$ cat src/rtl/writeback_stage_vec.sv
// writeback_stage_vec: Memory->Writeback pipeline register with the ResultW select,
// one scalar lane plus LANES vector lanes, valid tracking, stall, flush and a
// per-lane vector write mask.
// Optional feature macro: RETIRE_COUNT_EN adds a 32-bit retired-instruction counter
// on RetiredW; without it RetiredW is tied to 0 and no counter flops exist.
module writeback_stage_vec #(
    parameter int N     = 24,
    parameter int LANES = 4,
    parameter int RA    = 4
) (
    input  logic                 clk,
    input  logic                 rst,
    input  logic                 en,
    input  logic                 StallW,
    input  logic                 FlushW,
    input  logic                 ValidM,
    input  logic                 PCSrcM,
    input  logic                 RegWriteM,
    input  logic                 MemtoRegM,
    input  logic                 VecM,
    input  logic [LANES-1:0]     VMaskM,
    input  logic [RA-1:0]        WA3M,
    input  logic [N-1:0]         ReadDataM,
    input  logic [N-1:0]         ALUOutM,
    input  logic [LANES*N-1:0]   ReadDataVM,
    input  logic [LANES*N-1:0]   ALUOutVM,
    output logic                 ValidW,
    output logic                 PCSrcW,
    output logic                 RegWriteW,
    output logic [LANES-1:0]     VRegWriteW,
    output logic [RA-1:0]        WA3W,
    output logic [N-1:0]         ResultW,
    output logic [LANES*N-1:0]   ResultVW,
    output logic [31:0]          RetiredW
);

    logic                 valid_q,    valid_d;
    logic                 pcsrc_q,    pcsrc_d;
    logic                 regwrite_q, regwrite_d;
    logic                 memtoreg_q, memtoreg_d;
    logic                 vec_q,      vec_d;
    logic [LANES-1:0]     vmask_q,    vmask_d;
    logic [RA-1:0]        wa3_q,      wa3_d;
    logic [N-1:0]         rd_q,       rd_d;
    logic [N-1:0]         alu_q,      alu_d;
    logic [LANES*N-1:0]   rdv_q,      rdv_d;
    logic [LANES*N-1:0]   aluv_q,     aluv_d;

    // A load happens only when not flushing, enabled and not stalled.
    logic load;
    assign load = !FlushW && en && !StallW;

    // Next-state select: flush beats stall/disable, which beats load.
    always_comb begin
        valid_d    = valid_q;
        pcsrc_d    = pcsrc_q;
        regwrite_d = regwrite_q;
        memtoreg_d = memtoreg_q;
        vec_d      = vec_q;
        vmask_d    = vmask_q;
        wa3_d      = wa3_q;
        rd_d       = rd_q;
        alu_d      = alu_q;
        rdv_d      = rdv_q;
        aluv_d     = aluv_q;
        if (FlushW) begin
            valid_d    = 1'b0;
            pcsrc_d    = 1'b0;
            regwrite_d = 1'b0;
            memtoreg_d = 1'b0;
            vec_d      = 1'b0;
            vmask_d    = '0;
            wa3_d      = '0;
            rd_d       = '0;
            alu_d      = '0;
            rdv_d      = '0;
            aluv_d     = '0;
        end else if (load) begin
            valid_d    = ValidM;
            pcsrc_d    = PCSrcM;
            regwrite_d = RegWriteM;
            memtoreg_d = MemtoRegM;
            vec_d      = VecM;
            vmask_d    = VMaskM;
            wa3_d      = WA3M;
            rd_d       = ReadDataM;
            alu_d      = ALUOutM;
            rdv_d      = ReadDataVM;
            aluv_d     = ALUOutVM;
        end
    end

    // W register bank; reset clears control and data alike.
    always_ff @(posedge clk or posedge rst) begin
        if (rst) begin
            valid_q    <= 1'b0;
            pcsrc_q    <= 1'b0;
            regwrite_q <= 1'b0;
            memtoreg_q <= 1'b0;
            vec_q      <= 1'b0;
            vmask_q    <= '0;
            wa3_q      <= '0;
            rd_q       <= '0;
            alu_q      <= '0;
            rdv_q      <= '0;
            aluv_q     <= '0;
        end else begin
            valid_q    <= valid_d;
            pcsrc_q    <= pcsrc_d;
            regwrite_q <= regwrite_d;
            memtoreg_q <= memtoreg_d;
            vec_q      <= vec_d;
            vmask_q    <= vmask_d;
            wa3_q      <= wa3_d;
            rd_q       <= rd_d;
            alu_q      <= alu_d;
            rdv_q      <= rdv_d;
            aluv_q     <= aluv_d;
        end
    end

    // Write enables are gated by ValidW so a captured bubble can never write;
    // the Vec bit steers the write to exactly one register file.
    assign ValidW     = valid_q;
    assign PCSrcW     = pcsrc_q & valid_q;
    assign RegWriteW  = regwrite_q & valid_q & ~vec_q;
    assign VRegWriteW = vmask_q & {LANES{regwrite_q & valid_q & vec_q}};
    assign WA3W       = wa3_q;
    assign ResultW    = memtoreg_q ? rd_q : alu_q;

    for (genvar i = 0; i < LANES; i++) begin : g_lane
        assign ResultVW[i*N +: N] = memtoreg_q ? rdv_q[i*N +: N] : aluv_q[i*N +: N];
    end

`ifdef RETIRE_COUNT_EN
    logic [31:0] retired_q, retired_d;

    // Count only loads that capture a real instruction; wraps naturally at 2^32.
    always_comb begin
        retired_d = retired_q;
        if (load && ValidM) retired_d = retired_q + 32'd1;
    end

    // Retired-instruction counter register.
    always_ff @(posedge clk or posedge rst) begin
        if (rst) retired_q <= 32'd0;
        else     retired_q <= retired_d;
    end

    assign RetiredW = retired_q;
`else
    assign RetiredW = 32'd0;
`endif

endmodule

$ cat config.mk
export PLATFORM = sky130hd
export DESIGN_NAME = writeback_stage_vec
export DESIGN_NICKNAME = d
export VERILOG_FILES = /design/src/rtl/writeback_stage_vec.sv
export SDC_FILE = /design/constraint.sdc
export NUM_CORES = 1
export LEC_CHECK = 0
export ABC_AREA = 1
export CAP_MARGIN = 20
export CORE_MARGIN = 8
export CORE_UTILIZATION = 42
export DETAILED_ROUTE_END_ITERATION = 8
export MAX_ROUTING_LAYER = met4
export PLACE_DENSITY = 0.77
export SLEW_MARGIN = 15
export SYNTH_ARGS = -nofsm -noshare
export SYNTH_HDL_FRONTEND = slang
export SYNTH_SLANG_ARGS = --single-unit
export TNS_END_PERCENT = 5
$ cat constraint.sdc
create_clock -name clk -period 9.2 [get_ports clk]
set_input_delay 1.84 -clock clk [delete_from_list [all_inputs] [get_ports clk]]
set_output_delay 1.84 -clock clk [all_outputs]
set_load 0.005 [all_outputs]
After elaboration in Yosys (flattened, before gate mapping)
Index checks and enable logic that the tools add are counted.
Word-level totals
  input port bits: 258
  output and inout port bits: 163
  word-level logic and storage cells: 49
  register bits after elaboration: 253
Cells by class
  multiplexer cells: 27
  bitwise operators: 6
  reduce and logical (&&, ||, !) cells: 5
Operators by type and width (count)
  2-to-1 mux 96 bit: 4
  2-to-1 mux 24 bit: 9
  2-to-1 mux 4 bit: 4
  2-to-1 mux 1 bit: 10
  AND 1 bit: 4
  AND 4 bit: 1
  logical AND 1 bit: 2
  logical NOT 1 bit: 2
  nonzero test 2 bit: 1
  inverter 1 bit: 1

Longest topological paths before layout
Gate-level depths: netlist of run 1.
  depth in word-level cells: 5
  gate-level depth with buffers: 6
  depth with buffers taken out: 4

Worst setup path before layout of run 1
No wires, ideal clock.
  path kind: flip-flop to output port
  from: reg memtoreg_q
  to: out ResultVW[16]
  path buffers: 3
  required time: 7.360 ns
  arrival time: 0.979 ns
  stages on the path, launching flop included: 6
  setup slack: 6.381 ns
  path through: dfrtp_1 > buf_4 > buf_6 > buf_6 > nand2_1 > o21ai_0
On the way
  word-level cells in the longest chain between the ends: 1
RTL lines
  from (decl): line 40  | logic memtoreg_q, memtoreg_d;
  from (signal assigned): line 111  | memtoreg_q <= memtoreg_d;
  2-to-1 mux 24 bit: line 132  | assign ResultVW[i*N +: N] = memtoreg_q ? rdv_q[i*N +: N] : aluv_q[i*N +: N];
  to (decl): line 33  | output logic [LANES*N-1:0] ResultVW,
No other way between the ends.

Worst setup path in the final report of run 1
  from: reg memtoreg_q
  to: out ResultVW[26]
Same word-level chain as after synthesis.

==> out/results.txt, run 1 <==
CP endpoint kind - output port
# DRC - 0
Sequential Area - 6330 µm²
Total CTS buffers - 29
Layout cells sized above 1 - 3.47%
Yosys reg bits - 253
Synth Instances - 1587
Post-CTS Resized - 0
TritonCTS clock tree - yes
CP cell instances - buf_4 > nand2_1 > o21ai_1 > clkdlybuf4s50_1
TritonCTS Sinks - 253
# hold bufs at CTS - 0
Initial DRC Count - 994
Final instance area - 17400 µm²
Mapped Avg Cell Area - 8.21 µm²
Post-DRT Antenna Nets - 0
Die ar. - 36900 µm²
Final nets - 2109
Buf+Inv Stages, Crit Path - 2
GRT Overall Usage - 22.0%
RSZ-0062 raised after global routing - no
Die Width - 192 µm
Row cnt - 64
Multi-input logic area - 5020 µm²
Worst setup SP type - register
Worst-path clk slew - 60 ps
Max-cap violations - 0
Fin worst setup slack - 4330 ps
Critical path class - register to output port
Commonest cells after routing, fill and taps aside - 387 x clkdlybuf4s50_1, 375 x nand2_1, 254 x nand3_1
Crit path largest cell delay - 770 ps
Pleak - 8.08 nW
Post-detail-place hpwl - 26500 µm
Endpoints failing setup - 0
Vias in the first global route - 12100
Crit path DAT - 3030 ps
Initial Util - 42.6%
First-pass DRT Iterations - 5
Core area - 30600 µm²
Fin Clk Skew - 0 ps
Tightest Hold Check Type - register to register
Setup WS pre-CTS - 4150 ps
Initial antenna violation count - 5
Vias per inst - 5.40
Instance area at placement - 16300 µm²
Syn. warnings - 0
Final Util - 56.7%
Library cells used by synthesis - 16
Largest net degree at the start of global routing - 201
Layout fillers - 2749
CP required - 7360 ps
Sequential share of the synthesized area - 48.6%
PD cells - 162 nW/µm²
Slowest-stage cell, CP - dfrtp_4
Routability congestion estimate - 0.879
Final wirelength - 41600 µm
Mapped Area - 13000 µm²
Final Max Slew Viols - 0
I/O Buffers - 388
Max FO, Critical Path - 98
Setup TNS - 0 ps
P&R area growth vs syn - 33.2%
Final hold violations - 0
Die Height - 192 µm
Cell family with most CP delay - buffers and inverters
Via count - 12300
Clk Latency, worst-skew pair - 530 ps
Post CTS Setup Buffer Count - 0
Clk buf depth - 3
Worst slew pin tran - 1060 ps
Final min period - 4870 ps
H-tree Lvls - 1
DR WL/cell - 18.3 µm
Root buf cell - clkbuf_16
Max-slew headroom - 29.2%
Remaining global-route overflow - 0
# IOs - 421
Fmax - 205 MHz
Global-route wire length before repair - 64900 µm
VDD IR-drop max - 0.110 mV
Commonest non-fill, non-tap cell in the layout - clkdlybuf4s50_1
Part of the cycle the worst path needs - 53.0%
Outcome - completed
[path summary, 6_finish.rpt]
path | slack, ps | depth (start not counted) | from | end
setup / recovery | 4330 | 4 | memtoreg_q | ResultVW[26]
hold / removal | 500 | 2 | alu_q[18] | alu_q[18]
setup reg to reg | 8120 | 2 | memtoreg_q | memtoreg_q
hold reg to reg | 500 | 2 | alu_q[18] | alu_q[18]
max in group asynchronous | 5700 | 3 | rst | memtoreg_q
min in group asynchronous | 1920 | 2 | rst | rdv_q[29]
[power breakdown]
part           switching (mW)  total (mW)  internal [mW]
Combinational           0.206       0.394          0.188
Clock                   0.475        1.21          0.740
Sequential             0.0322        1.20           1.16
[synth_stat cells]
cell type    n  area, µm²
clkbuf_1    22       82.6
buf_2       67        335
clkbuf_2     4       20.0
inv_1      128        480
buf_1        8       30.0
o21ai_1     38        190
conb_1       1       3.75
nand2_1    375       1410
buf_4       62        465
nand2_4      1       11.3
nand4_1    253       1580
buf_6       34        383
o21ai_0     82        410
dfrtp_1    253       6330
nand3_1    254       1270
nor2_1       5       18.8
[layer usage]
layer  GRT usage, %  wire length, µm
met3           5.34             3720
met2           34.1            19300
met1           28.9            17700
met5              -                0
met4           5.23              828
[logic make-up (layout without fill, tap and decap cells)]
kind of cell,count (synthesis),count (layout),synth area share (%)
other,1,37,0.0288
AND/OR/NAND/NOR,888,888,33.0
buffers and inverters,325,580,13.8
AO/OA/AOI/OAI,120,120,4.61
flip-flops,253,253,48.6
[registers in the layout (all words and copies together) (netlist names)]
| signal | cells |
|---|---|
| aluv_q | 96 |
| rdv_q | 96 |
| alu_q | 24 |
| rd_q | 24 |
| WA3W | 4 |
| vmask_q | 4 |
| ValidW | 1 |
| memtoreg_q | 1 |
| pcsrc_q | 1 |
| regwrite_q | 1 |
| vec_q | 1 |
[stage by stage]
stage / instances / hold WS, ps / power [mW]
after floorplan: 1618 / 476 / 1.41
after global placement: 2216 / 488 / 1.60
after detailed placement: 2216 / 494 / 1.61
after CTS: 2269 / 510 / 2.84
after global routing: 2274 / 523 / 2.92
final: 2274 / 504 / 2.80
[worst reg2reg max path, stage by stage (launching register included)]
cell	delay, ps
dfrtp_4	770
nand3_1	140
nand2_1	100
[final cells by class]
cell class / count / area share [%]
Clock inverter: 13 / 1.02
Sequential cell: 253 / 36.5
Timing Repair Buffer: 399 / 22.9
Clock buffer: 40 / 4.77
Antenna cell: 5 / 0.0721
Multi-Input combinational cell: 1040 / 28.9
Tap cell: 396 / 2.86
Inverter: 128 / 2.90
No activity file was read; power rests on OpenSTA's default activity.
==> run 2, diff against run 1 <==
clock period = 4.1 ns   (was 9.2 ns; I/O delays follow)
==> out/results.txt, run 2 (synthesized netlist as in run 1, its figures left out) <==
Final wirelength - 42600 µm
Commonest non-fill, non-tap cell in the layout - clkdlybuf4s50_1
Routability congestion estimate - 0.896
Layout cells sized above 1 - 4.29%
Crit path largest cell delay - 560 ps
Vias per inst - 5.41
Outcome - completed
CP cell instances - buf_4 > nand2_1 > o21ai_1 > clkdlybuf4s50_1
Reg2reg start - memtoreg_q
Clk buf depth - 3
Worst-path clk slew - 60 ps
# DRC - 0
Root buf cell - clkbuf_16
Initial DRC Count - 973
Net Switching - 1.60 mW
# hold bufs at CTS - 0
Worst setup SP type - register
H-tree Lvls - 1
DR WL/cell - 18.6 µm
Buf+Inv Stages, Crit Path - 2
Fmax - 316 MHz
Part of the cycle the worst path needs - 77.2%
Dpl cells - 2230
VDD IR-drop max - 0.262 mV
CP required - 3280 ps
Max FO, Critical Path - 58
Critical path class - register to output port
TritonCTS clock tree - yes
Comb power frac - 14.9%
Remaining global-route overflow - 0
Post-CTS Resized - 0
Clk Latency, worst-skew pair - 540 ps
WP depth - 4
Crit path DAT - 2340 ps
Pleak - 8.20 nW
R2r setup slk - 2950 ps
CP startpoint - memtoreg_q
Cell family with most CP delay - buffers and inverters
Initial Util - 42.6%
Max-cap violations - 0
Final min period - 3160 ps
Endpoints failing setup - 0
P&R area growth vs syn - 35.2%
Int Pwr - 4.60 mW
Largest net degree at the start of global routing - 153
PD cells - 352 nW/µm²
Net Sw Frac - 25.8%
Global-route wire length before repair - 66400 µm
Die Height - 192 µm
Fin worst setup slack - 937 ps
Clock Power Share - 41.8%
Max-slew headroom - 48.1%
Final Max Slew Viols - 0
Post-detail-place hpwl - 27900 µm
Vias in the first global route - 12200
Final total power - 6.19 mW
Post CTS Setup Buffer Count - 0
# IOs - 421
Fin cells - 2294
TritonCTS Sinks - 253
I/O Buffers - 388
CP endpoint kind - output port
Commonest cells after routing, fill and taps aside - 387 x clkdlybuf4s50_1, 375 x nand2_1, 254 x nand3_1
Post-DRT Antenna Nets - 0
RSZ-0062 raised after global routing - no
First-pass DRT Iterations - 5
Sequential Power Share - 43.3%
Biggest regs - aluv_q (96), rdv_q (96)
Initial antenna violation count - 10
Total CTS buffers - 29
FF-to-FF path depth - 3
Final nets - 2124
Tightest Hold Check Type - register to register
Core area - 30600 µm²
Final hold violations - 0
Slowest-stage cell, CP - clkdlybuf4s50_1
Die ar. - 36900 µm²
Layout fillers - 2710
Row cnt - 64
Fin Clk Skew - 0 ps
Reg2reg end - memtoreg_q
Worst setup path endpoint - ResultVW[88]
Worst slew pin tran - 778 ps
Via count - 12400
Setup WS pre-CTS - 1250 ps
Die Width - 192 µm
GRT Overall Usage - 22.6%
## run 2: cell types whose count changed in the layout (fill, tap and decap cells not counted)
cell and change:
bufinv_16 -3, clkbuf_1 -1, clkbuf_8 +4, clkinvlp_4 -1, buf_4 +1, diode_2 +5, clkinv_2 +3, clkinv_4 -1
buf_12 +14, inv_8 -1
## run 2: layout make-up
cell class	instances	area (µm²)	area share [%]
multi-input cells	1040	5020	28.5
diodes	10	25.0	0.142
well taps	396	495	2.81
clock buffers	43	878	4.99
flip-flops and latches	253	6330	36.0
inverters	128	499	2.84
repair buffers	414	4270	24.3
clock inverters	10	78.8	0.448
## run 2: routing by layer
metal	GRT usage [%]	up-vias	part of all wire, %
li1	-	5908	-
met1	29.2	5929	41
met2	34.8	509	47
met3	5.30	76	9.0
met4	7.64	0	3.2
met5	-	-	0
## run 2: worst min-delay path by stage
| stage | to | cells past startpoint | from | slack [ps] |
|---|---|---|---|---|
| floorplan | rd_q[0] | 2 | rd_q[0] | 480 |
| global placement | rdv_q[85] | 2 | rdv_q[85] | 490 |
| detailed placement | rdv_q[78] | 2 | rdv_q[78] | 490 |
| CTS | rd_q[0] | 2 | rd_q[0] | 510 |
| global route | alu_q[14] | 2 | alu_q[14] | 530 |
| finish | alu_q[15] | 2 | alu_q[15] | 500 |
## run 2: per-stage QoR
| stage | hold WS, ps | setup TNS, ps | area (µm²) | utilization [%] |
|---|---|---|---|---|
| floorplan | 476 | -12560 | 13100 | - |
| global placement | 489 | 0 | 16600 | 54.3 |
| detailed placement | 494 | 0 | 16600 | 54.3 |
| CTS | 509 | 0 | 17600 | 57.4 |
| global route | 525 | 0 | 17600 | 57.5 |
| finish | 505 | 0 | 17600 | 57.5 |
## run 2: worst register-to-register path: stages (launching register included)
cell     delay [ps]
dfrtp_4         480
buf_12          310
nand3_1         200
nand2_1         100
## run 2: power by group through the flow
stage	combinational, mW	sequential (mW)	clock [mW]
3_5_place_dp	0.925	2.72	0
2_1_floorplan	0.471	2.71	0
4_1_cts	0.930	2.68	2.65
6_report	0.922	2.68	2.59
5_1_grt	1.01	2.69	2.74
3_3_place_gp	0.915	2.72	0
